[src/rtl/redmule_tile_walker.sv]
// Walks the RedMulE GEMM tile loop nest (X-row block, W-column block, reduction)
// and emits one registered tile descriptor per innermost iteration.
module redmule_tile_walker #(
  parameter int unsigned ARRAY_WIDTH  = 12,
  parameter int unsigned ARRAY_HEIGHT = 4,
  parameter int unsigned PIPE_REGS    = 3,
  parameter int unsigned BITW         = 16,
  parameter int unsigned ADDR_W       = 32
) (
  input  logic              clk_i,
  input  logic              rst_ni,
  input  logic              clear_i,
  input  logic              start_i,
  input  logic [15:0]       x_rows_iter_i,
  input  logic [15:0]       w_cols_iter_i,
  input  logic [15:0]       x_cols_iter_i,
  input  logic [7:0]        x_rows_lftovr_i,
  input  logic [7:0]        w_cols_lftovr_i,
  input  logic [7:0]        x_cols_lftovr_i,
  input  logic [ADDR_W-1:0] x_addr_i,
  input  logic [ADDR_W-1:0] z_addr_i,
  input  logic [ADDR_W-1:0] x_rows_offs_i,
  input  logic [ADDR_W-1:0] yz_d2_stride_i,
  output logic              tile_valid_o,
  input  logic              tile_ready_i,
  output logic [15:0]       row_idx_o,
  output logic [15:0]       col_idx_o,
  output logic [15:0]       red_idx_o,
  output logic [7:0]        rows_valid_o,
  output logic [7:0]        cols_valid_o,
  output logic [7:0]        red_valid_o,
  output logic [ADDR_W-1:0] x_tile_addr_o,
  output logic [ADDR_W-1:0] z_tile_addr_o,
  output logic              store_o,
  output logic              last_o,
  output logic              busy_o,
  output logic              done_o
);

  localparam int unsigned       RED_DEPTH  = ARRAY_HEIGHT * (PIPE_REGS + 1);
  localparam logic [ADDR_W-1:0] TILE_BYTES = ADDR_W'(RED_DEPTH * BITW / 8);
  localparam logic [7:0]        ROWS_FULL  = 8'(ARRAY_WIDTH);
  localparam logic [7:0]        RED_FULL   = 8'(RED_DEPTH);

  typedef enum logic [1:0] {IDLE, RUN, DONE} state_e;

  typedef struct packed {
    logic [15:0]       x_rows_iter;
    logic [15:0]       w_cols_iter;
    logic [15:0]       x_cols_iter;
    logic [7:0]        x_rows_lftovr;
    logic [7:0]        w_cols_lftovr;
    logic [7:0]        x_cols_lftovr;
    logic [ADDR_W-1:0] x_rows_offs;
    logic [ADDR_W-1:0] yz_d2_stride;
  } cfg_t;

  state_e            state_q, state_d;
  cfg_t              cfg_q, cfg_d;
  logic [15:0]       row_q, row_d, col_q, col_d, red_q, red_d;
  logic [ADDR_W-1:0] x_base_q, x_base_d, x_acc_q, x_acc_d;
  logic [ADDR_W-1:0] z_base_q, z_base_d, z_acc_q, z_acc_d;
  logic [7:0]        rows_v_q, rows_v_d, cols_v_q, cols_v_d, red_v_q, red_v_d;
  logic              store_q, store_d, last_q, last_d;

  logic start_fire, zero_cnt, handshake, load_desc;
  logic row_last, col_last, red_last;

  assign zero_cnt   = (x_rows_iter_i == 16'd0) || (w_cols_iter_i == 16'd0) ||
                      (x_cols_iter_i == 16'd0);
  assign start_fire = (state_q == IDLE) && start_i;
  assign handshake  = (state_q == RUN) && tile_ready_i;
  assign load_desc  = (start_fire && !zero_cnt) || handshake;

  assign row_last = (row_q == cfg_q.x_rows_iter - 16'd1);
  assign col_last = (col_q == cfg_q.w_cols_iter - 16'd1);
  assign red_last = (red_q == cfg_q.x_cols_iter - 16'd1);

  // State register.
  // NOTE: sequential state uses non-blocking assignments so every register
  // samples the pre-edge values; reset and clear share one synchronous path.
  always_ff @(posedge clk_i) begin
    if (!rst_ni || clear_i) state_q <= IDLE;
    else                    state_q <= state_d;
  end

  // Next-state logic.
  // NOTE: every combinational output gets a default first so no latch is inferred.
  always_comb begin
    state_d = state_q;
    unique case (state_q)
      IDLE:    if (start_i) state_d = zero_cnt ? DONE : RUN;
      RUN:     if (tile_ready_i && last_q) state_d = DONE;
      DONE:    state_d = IDLE;
      default: state_d = IDLE;
    endcase
  end

  // Control outputs decoded from the state register.
  always_comb begin
    tile_valid_o = (state_q == RUN);
    busy_o       = (state_q == RUN);
    done_o       = (state_q == DONE);
  end

  // Loop-nest advance with incremental address accumulation (adders only).
  always_comb begin
    cfg_d    = cfg_q;
    row_d    = row_q;
    col_d    = col_q;
    red_d    = red_q;
    x_base_d = x_base_q;
    x_acc_d  = x_acc_q;
    z_base_d = z_base_q;
    z_acc_d  = z_acc_q;
    if (start_fire) begin
      cfg_d = '{x_rows_iter:   x_rows_iter_i,   w_cols_iter:   w_cols_iter_i,
                x_cols_iter:   x_cols_iter_i,   x_rows_lftovr: x_rows_lftovr_i,
                w_cols_lftovr: w_cols_lftovr_i, x_cols_lftovr: x_cols_lftovr_i,
                x_rows_offs:   x_rows_offs_i,   yz_d2_stride:  yz_d2_stride_i};
      row_d    = '0;
      col_d    = '0;
      red_d    = '0;
      x_base_d = x_addr_i;
      x_acc_d  = x_addr_i;
      z_base_d = z_addr_i;
      z_acc_d  = z_addr_i;
    end else if (handshake) begin
      if (!red_last) begin
        red_d   = red_q + 16'd1;
        x_acc_d = x_acc_q + TILE_BYTES;
      end else begin
        red_d = '0;
        if (!col_last) begin
          col_d   = col_q + 16'd1;
          x_acc_d = x_base_q;
          z_acc_d = z_acc_q + TILE_BYTES;
        end else begin
          col_d    = '0;
          row_d    = row_q + 16'd1;
          x_base_d = x_base_q + cfg_q.x_rows_offs;
          x_acc_d  = x_base_q + cfg_q.x_rows_offs;
          z_base_d = z_base_q + cfg_q.yz_d2_stride;
          z_acc_d  = z_base_q + cfg_q.yz_d2_stride;
        end
      end
    end
  end

  // Descriptor qualifiers derived from the indices the next tile will carry.
  always_comb begin
    store_d  = (red_d == cfg_d.x_cols_iter - 16'd1);
    last_d   = store_d && (col_d == cfg_d.w_cols_iter - 16'd1) &&
               (row_d == cfg_d.x_rows_iter - 16'd1);
    rows_v_d = ((row_d == cfg_d.x_rows_iter - 16'd1) && (cfg_d.x_rows_lftovr != 8'd0))
               ? cfg_d.x_rows_lftovr : ROWS_FULL;
    cols_v_d = ((col_d == cfg_d.w_cols_iter - 16'd1) && (cfg_d.w_cols_lftovr != 8'd0))
               ? cfg_d.w_cols_lftovr : ROWS_FULL;
    red_v_d  = ((red_d == cfg_d.x_cols_iter - 16'd1) && (cfg_d.x_cols_lftovr != 8'd0))
               ? cfg_d.x_cols_lftovr : RED_FULL;
  end

  always_ff @(posedge clk_i) begin
    if (!rst_ni || clear_i) begin
      cfg_q    <= '0;
      row_q    <= '0;
      col_q    <= '0;
      red_q    <= '0;
      x_base_q <= '0;
      x_acc_q  <= '0;
      z_base_q <= '0;
      z_acc_q  <= '0;
      rows_v_q <= '0;
      cols_v_q <= '0;
      red_v_q  <= '0;
      store_q  <= 1'b0;
      last_q   <= 1'b0;
    end else begin
      if (start_fire) cfg_q <= cfg_d;
      // Descriptor only moves on a fresh start or an accepted tile, so it holds under stall.
      if (load_desc) begin
        row_q    <= row_d;
        col_q    <= col_d;
        red_q    <= red_d;
        x_base_q <= x_base_d;
        x_acc_q  <= x_acc_d;
        z_base_q <= z_base_d;
        z_acc_q  <= z_acc_d;
        rows_v_q <= rows_v_d;
        cols_v_q <= cols_v_d;
        red_v_q  <= red_v_d;
        store_q  <= store_d;
        last_q   <= last_d;
      end
    end
  end

  assign row_idx_o     = row_q;
  assign col_idx_o     = col_q;
  assign red_idx_o     = red_q;
  assign rows_valid_o  = rows_v_q;
  assign cols_valid_o  = cols_v_q;
  assign red_valid_o   = red_v_q;
  assign x_tile_addr_o = x_acc_q;
  assign z_tile_addr_o = z_acc_q;
  assign store_o       = store_q;
  assign last_o        = last_q;

endmodule

[config.mk]
export PLATFORM = sky130hd
export DESIGN_NAME = redmule_tile_walker
export DESIGN_NICKNAME = d
export VERILOG_FILES = /design/src/rtl/redmule_tile_walker.sv
export SDC_FILE = /design/constraint.sdc
export NUM_CORES = 1
export LEC_CHECK = 0
export ABC_AREA = 1
export CAP_MARGIN = 0
export CORE_MARGIN = 2
export CORE_UTILIZATION = 46
export DETAILED_ROUTE_END_ITERATION = 8
export PLACE_DENSITY = 0.7
export SLEW_MARGIN = 25
export SYNTH_ARGS = -nofsm -noshare
export SYNTH_HDL_FRONTEND = slang
export SYNTH_SLANG_ARGS = --single-unit
[constraint.sdc]
create_clock -name clk_i -period 3.01 [get_ports clk_i]
set_input_delay 0.4515 -clock clk_i [delete_from_list [all_inputs] [get_ports clk_i]]
set_output_delay 0.4515 -clock clk_i [all_outputs]
set_load 0.03 [all_outputs]
==> impl_summary.log <==
INFO  metric p_seq_frac = 0.364
INFO  metric avgViaCountPerCell = around 5.4
INFO  metric ctsLongestPathBuffers = 3
INFO  metric cts_htree_levels = 2
INFO  metric path_delay_family = simple AND/OR/NAND/NOR gates
INFO  metric clock_skew = around 0.034 ns
INFO  metric preCtsSetupSlack = -0.594 ns
INFO  metric grt_max_degree = approximately 170
INFO  metric globalRouteMet1Util = 0.434
INFO  metric synthDominantAreaCellType = dfxtp_1
INFO  metric synth.yosys.warnings = 0
INFO  metric rsz0062_at_grt = yes
INFO  metric clk_pin_slew = 0.06 ns
INFO  metric placeableCoreArea = around 0.05 mm2
INFO  metric final_wirelength = 87.5 mm
INFO  metric maxSlewViolCount = 0
INFO  metric synth_seq_area_share = 0.297
INFO  metric num_clock_sinks = 340
INFO  metric layout-drive-gt1-share = 0.197
INFO  metric hold_buffers = 0
INFO  metric worstSkewPairLatency = ~0.59 ns
INFO  metric post-route-util = 0.670
INFO  metric slew-limit-headroom = 0.384
INFO  metric timing.critical_path.buf_inv = 6
INFO  metric r2r.worst_path.cells = 24
INFO  metric hold_depth = 2
INFO  metric drv_cap = 0
INFO  metric netlist-cell-type-count = a little over 60
INFO  metric design.portCount = approximately 350
INFO  metric achievable-frequency = ~300 MHz
INFO  metric count_of_state_elements_after_synthesis = 340
INFO  metric layout_min_cycle_time = roughly 3.2 ns
INFO  metric finalSetupViolCount = 86
INFO  metric use_met3 = 0.0598
INFO  metric final.fill_count = approximately 4.4k
INFO  metric dr_total_vias = ~27k
INFO  metric mean_cell_area_of_the_mapped_netlist = between 6 and 7 um2
INFO  metric stdcell_count = about 5k
INFO  metric grt_antenna_before_repair = 5
INFO  metric cp_data_required_time = roughly 3.5 ns
INFO  metric p_int = 9.11 mW
INFO  metric antenna_left = 0
INFO  metric clk_root_buffer_cell = clkbuf_16
INFO  metric final_net_count = around 4.5k
INFO  metric syn-cell-area = approximately 0.023 mm2
INFO  metric wl_per_cell = between 15 and 20 um
INFO  metric failed_checks = setup timing
INFO  metric actual_transition_at_the_worst_max_transition_pin = about 0.92 ns
INFO  metric power.switching_fraction = 0.308
INFO  metric final_hold_viol_count = 0
INFO  metric cp.depth = 24
INFO  metric netlist_instances = 3,510
INFO  metric sort_of_element_at_the_end_of_the_critical_path = register
INFO  metric first_global_vias = around 24k
INFO  metric cp_arrival = about 3.7 ns
INFO  metric ff_latch_area = between 0.006 and 0.007 mm2
INFO  metric edff_count_synth = 0
INFO  metric cts_inserted_buffers = 40
INFO  metric io_buffer_count = about 350
INFO  metric vdd.ir_drop.worst = ~500 uV
INFO  metric synth_top_cells_by_area = dfxtp_1, nand2_1, nor2_1, o21ai_0, inv_1
INFO  metric share_comb_of_total_power = 0.245
INFO  metric cp_slowest_stage_delay = 0.32 ns
INFO  metric clk_pwr_share = 0.391
INFO  metric floorplan.rows = 81
INFO  metric crit_path_cell_trace = inv_2, ha_4, buf_6, nand2_4, nor2_4, nand2_2, nand3_2, inv_2, nor2_2, nand3_2, nor2_4, nand3_4, buf_12, buf_8, nand4_1, nand2_1, nor2_1, nand2_1, nor2_1, nand4_1, or2_4, buf_12, nor2_4, nor2_1
INFO  metric synthDominantCellAreaShare = 0.297
INFO  metric grt_busiest_layer = met2
INFO  metric power_density = between 400 and 500 mW/mm2
INFO  metric floorplan.initialDensity = 0.468
INFO  metric worst-setup-path-type = reg -> reg
INFO  metric grt.total_usage = 0.325
INFO  metric clock_tree_from_tritoncts = built
INFO  metric synthToLayoutAreaGrowth = 43.1%
INFO  metric power.switching = about 4.1 mW
INFO  metric power_leakage = between 10 and 15 nW
INFO  metric first_pass_grt_wire_length = between 100 and 150 mm
INFO  metric worstPathMaxFanout = 7
INFO  metric post-route-drc-count = 0
INFO  metric outcome = complete, but fails checks
INFO  metric die_area = 0.0517 mm2
INFO  metric finalCritPeriodShare = 1.08
INFO  metric startpoint_type_of_the_worst_setup_path = register
INFO  metric fp.dieW = 227 um
INFO  metric overflow = 0
INFO  metric worst_hold_path_type = reg -> reg
INFO  metric place.detailed.instances = 4,797
INFO  metric finalWorstSetupSlack = -0.239 ns
INFO  metric multi_input_gate_area = roughly 0.015 mm2
INFO  metric dp.final_hpwl = 65.3 mm
INFO  metric critical_path.slowest_cell = dfxtp_2
INFO  metric mappedNetlistNets = ~3.8k
INFO  metric first_pass_iters = 7
INFO  metric placer_congestion = around 0.97
INFO  metric die_height = 227 um
INFO  metric drtIter0Drc = 2,440
INFO  metric async_set_or_reset_flop_fraction_in_the_synthesized_netlist = 0
INFO  metric grt_util_met2 = 0.513
INFO  metric most_instantiated_flip_flop_cell_in_the_synthesis_netlist = dfxtp_1
==> cell families after synthesis <==
family | share of synthesized area
compound gates | 0.173
xor+xnor | 0.0706
fa+ha+maj | 0.0410
buf+inv | 0.0854
flops | 0.297
mux | 0.00960
simple gates | 0.323
==> registers in the layout, indices dropped and copies added, names as in the netlist <==
signal / count
rows_valid_o: 8
row_idx_o: 16
cfg_q: 136
z_tile_addr_o: 32
z_base_q: 32
red_idx_o: 16
last_o: 1
red_valid_o: 8
cols_valid_o: 8
store_o: 1
state_q: 2
x_tile_addr_o: 32
col_idx_o: 16
x_base_q: 32
==> area by class of cell <==
cell class / count / area share
Multi-Input combinational cell: 2690 / 0.456
Timing Repair Buffer: 823 / 0.231
Sequential cell: 340 / 0.207
Inverter: 332 / 0.0386
Clock buffer: 51 / 0.0342
Tap cell: 664 / 0.0253
Clock inverter: 17 / 0.00697
Antenna cell: 2 / 0.000152
==> worst reg2reg max path, stage by stage, from the launching register on <==
cell,delay [ns]
dfxtp_2,0.32
inv_2,0.07
ha_4,0.17
buf_6,0.13
nand2_4,0.08
nor2_4,0.16
nand2_2,0.07
nand3_2,0.09
inv_2,0.04
nor2_2,0.09
nand3_2,0.11
nor2_4,0.16
nand3_4,0.14
buf_12,0.17
buf_8,0.14
nand4_1,0.12
nand2_1,0.06
nor2_1,0.11
nand2_1,0.06
nor2_1,0.11
nand4_1,0.14
or2_4,0.32
buf_12,0.16
nor2_4,0.08
nor2_1,0.04
==> synth_stat cells, types with 8 or more instances <==
master,instances
nand2_1,770
nor2_1,498
dfxtp_1,340
inv_1,317
o21ai_0,292
nand3_1,192
a21oi_1,174
xor2_1,120
clkbuf_1,83
ha_1,72
nand4_1,70
xnor2_1,65
o22ai_1,50
nor3_1,47
a31oi_1,38
buf_2,36
o211ai_1,30
nor2_2,29
o21ai_2,26
or2_2,26
nor4_1,25
o21ai_1,22
mux2i_1,17
nor2_4,11
a311oi_1,10
buf_1,10
buf_6,10
a211oi_1,8
inv_2,8
nand3_2,8
nand3b_1,8
==> worst paths after layout <==
check	end	slack (ns)	start
hold reg to reg	z_tile_addr_o[4]$_SDFFE_PP0P_	0.45	z_tile_addr_o[4]$_SDFFE_PP0P_
hold / removal	z_tile_addr_o[4]$_SDFFE_PP0P_	0.45	z_tile_addr_o[4]$_SDFFE_PP0P_
setup reg to reg	red_valid_o[4]$_SDFFE_PP0P_	-0.24	cfg_q[88]$_SDFFE_PP0P_
setup / recovery	red_valid_o[4]$_SDFFE_PP0P_	-0.24	cfg_q[88]$_SDFFE_PP0P_
==> per-layer routing <==
layer / vias to the layer above / wire length (um)
li1: 13100 / -
met3: 196 / 7810
met4: 2 / 3540
met2: 1127 / 38700
met1: 12300 / 37500
met5: - / 14
==> layout by cell type, fill, tap and decap left out, types with 115 or more instances in the layout <==
| cell | synthesis | routed |
|---|---|---|
| nor2_1 | 498 | 457 |
| clkdlybuf4s50_1 | 0 | 345 |
| buf_4 | 7 | 417 |
| o21ai_0 | 292 | 270 |
| dfxtp_1 | 340 | 333 |
| xor2_1 | 120 | 115 |
| inv_1 | 317 | 305 |
| nand3_1 | 192 | 166 |
| nand2_1 | 770 | 734 |
| a21oi_1 | 174 | 164 |
==> timing repair <==
| action | 4_1_cts | 5_1_grt |
|---|---|---|
| pin swaps | 52 | 57 |
| gates cloned | 0 | 5 |
| gates resized for setup | 91 | 177 |
| buffers inserted | 22 | 30 |
| endpoints found under the hold margin | 0 | 0 |
| setup endpoints to repair | 137 | 156 |
==> power groups by stage <==
stage | clock network, mW | registers (mW) | logic (mW)
final | 5.15 | 4.79 | 3.22
after CTS | 5.20 | 4.79 | 3.01
after floorplan | 0 | 4.92 | 1.57
after global routing | 5.37 | 4.81 | 3.50
after detailed placement | 0 | 4.88 | 2.92
after global placement | 0 | 4.88 | 2.90
==> per-stage QoR <==
step / hold WS, ns / power [mW] / instance area (um2) / TNS (ns)
2_1_floorplan: 0.429 / 6.50 / 22900 / 0
3_3_place_gp: 0.438 / 7.79 / 30100 / -38.15
3_5_place_dp: 0.441 / 7.80 / 30100 / -42.15
4_1_cts: 0.453 / 13.0 / 31900 / -0.808
5_1_grt: 0.467 / 13.7 / 32800 / -26.06
6_report: 0.452 / 13.2 / 32800 / -6.24
Power figures use the tool's default switching activity.
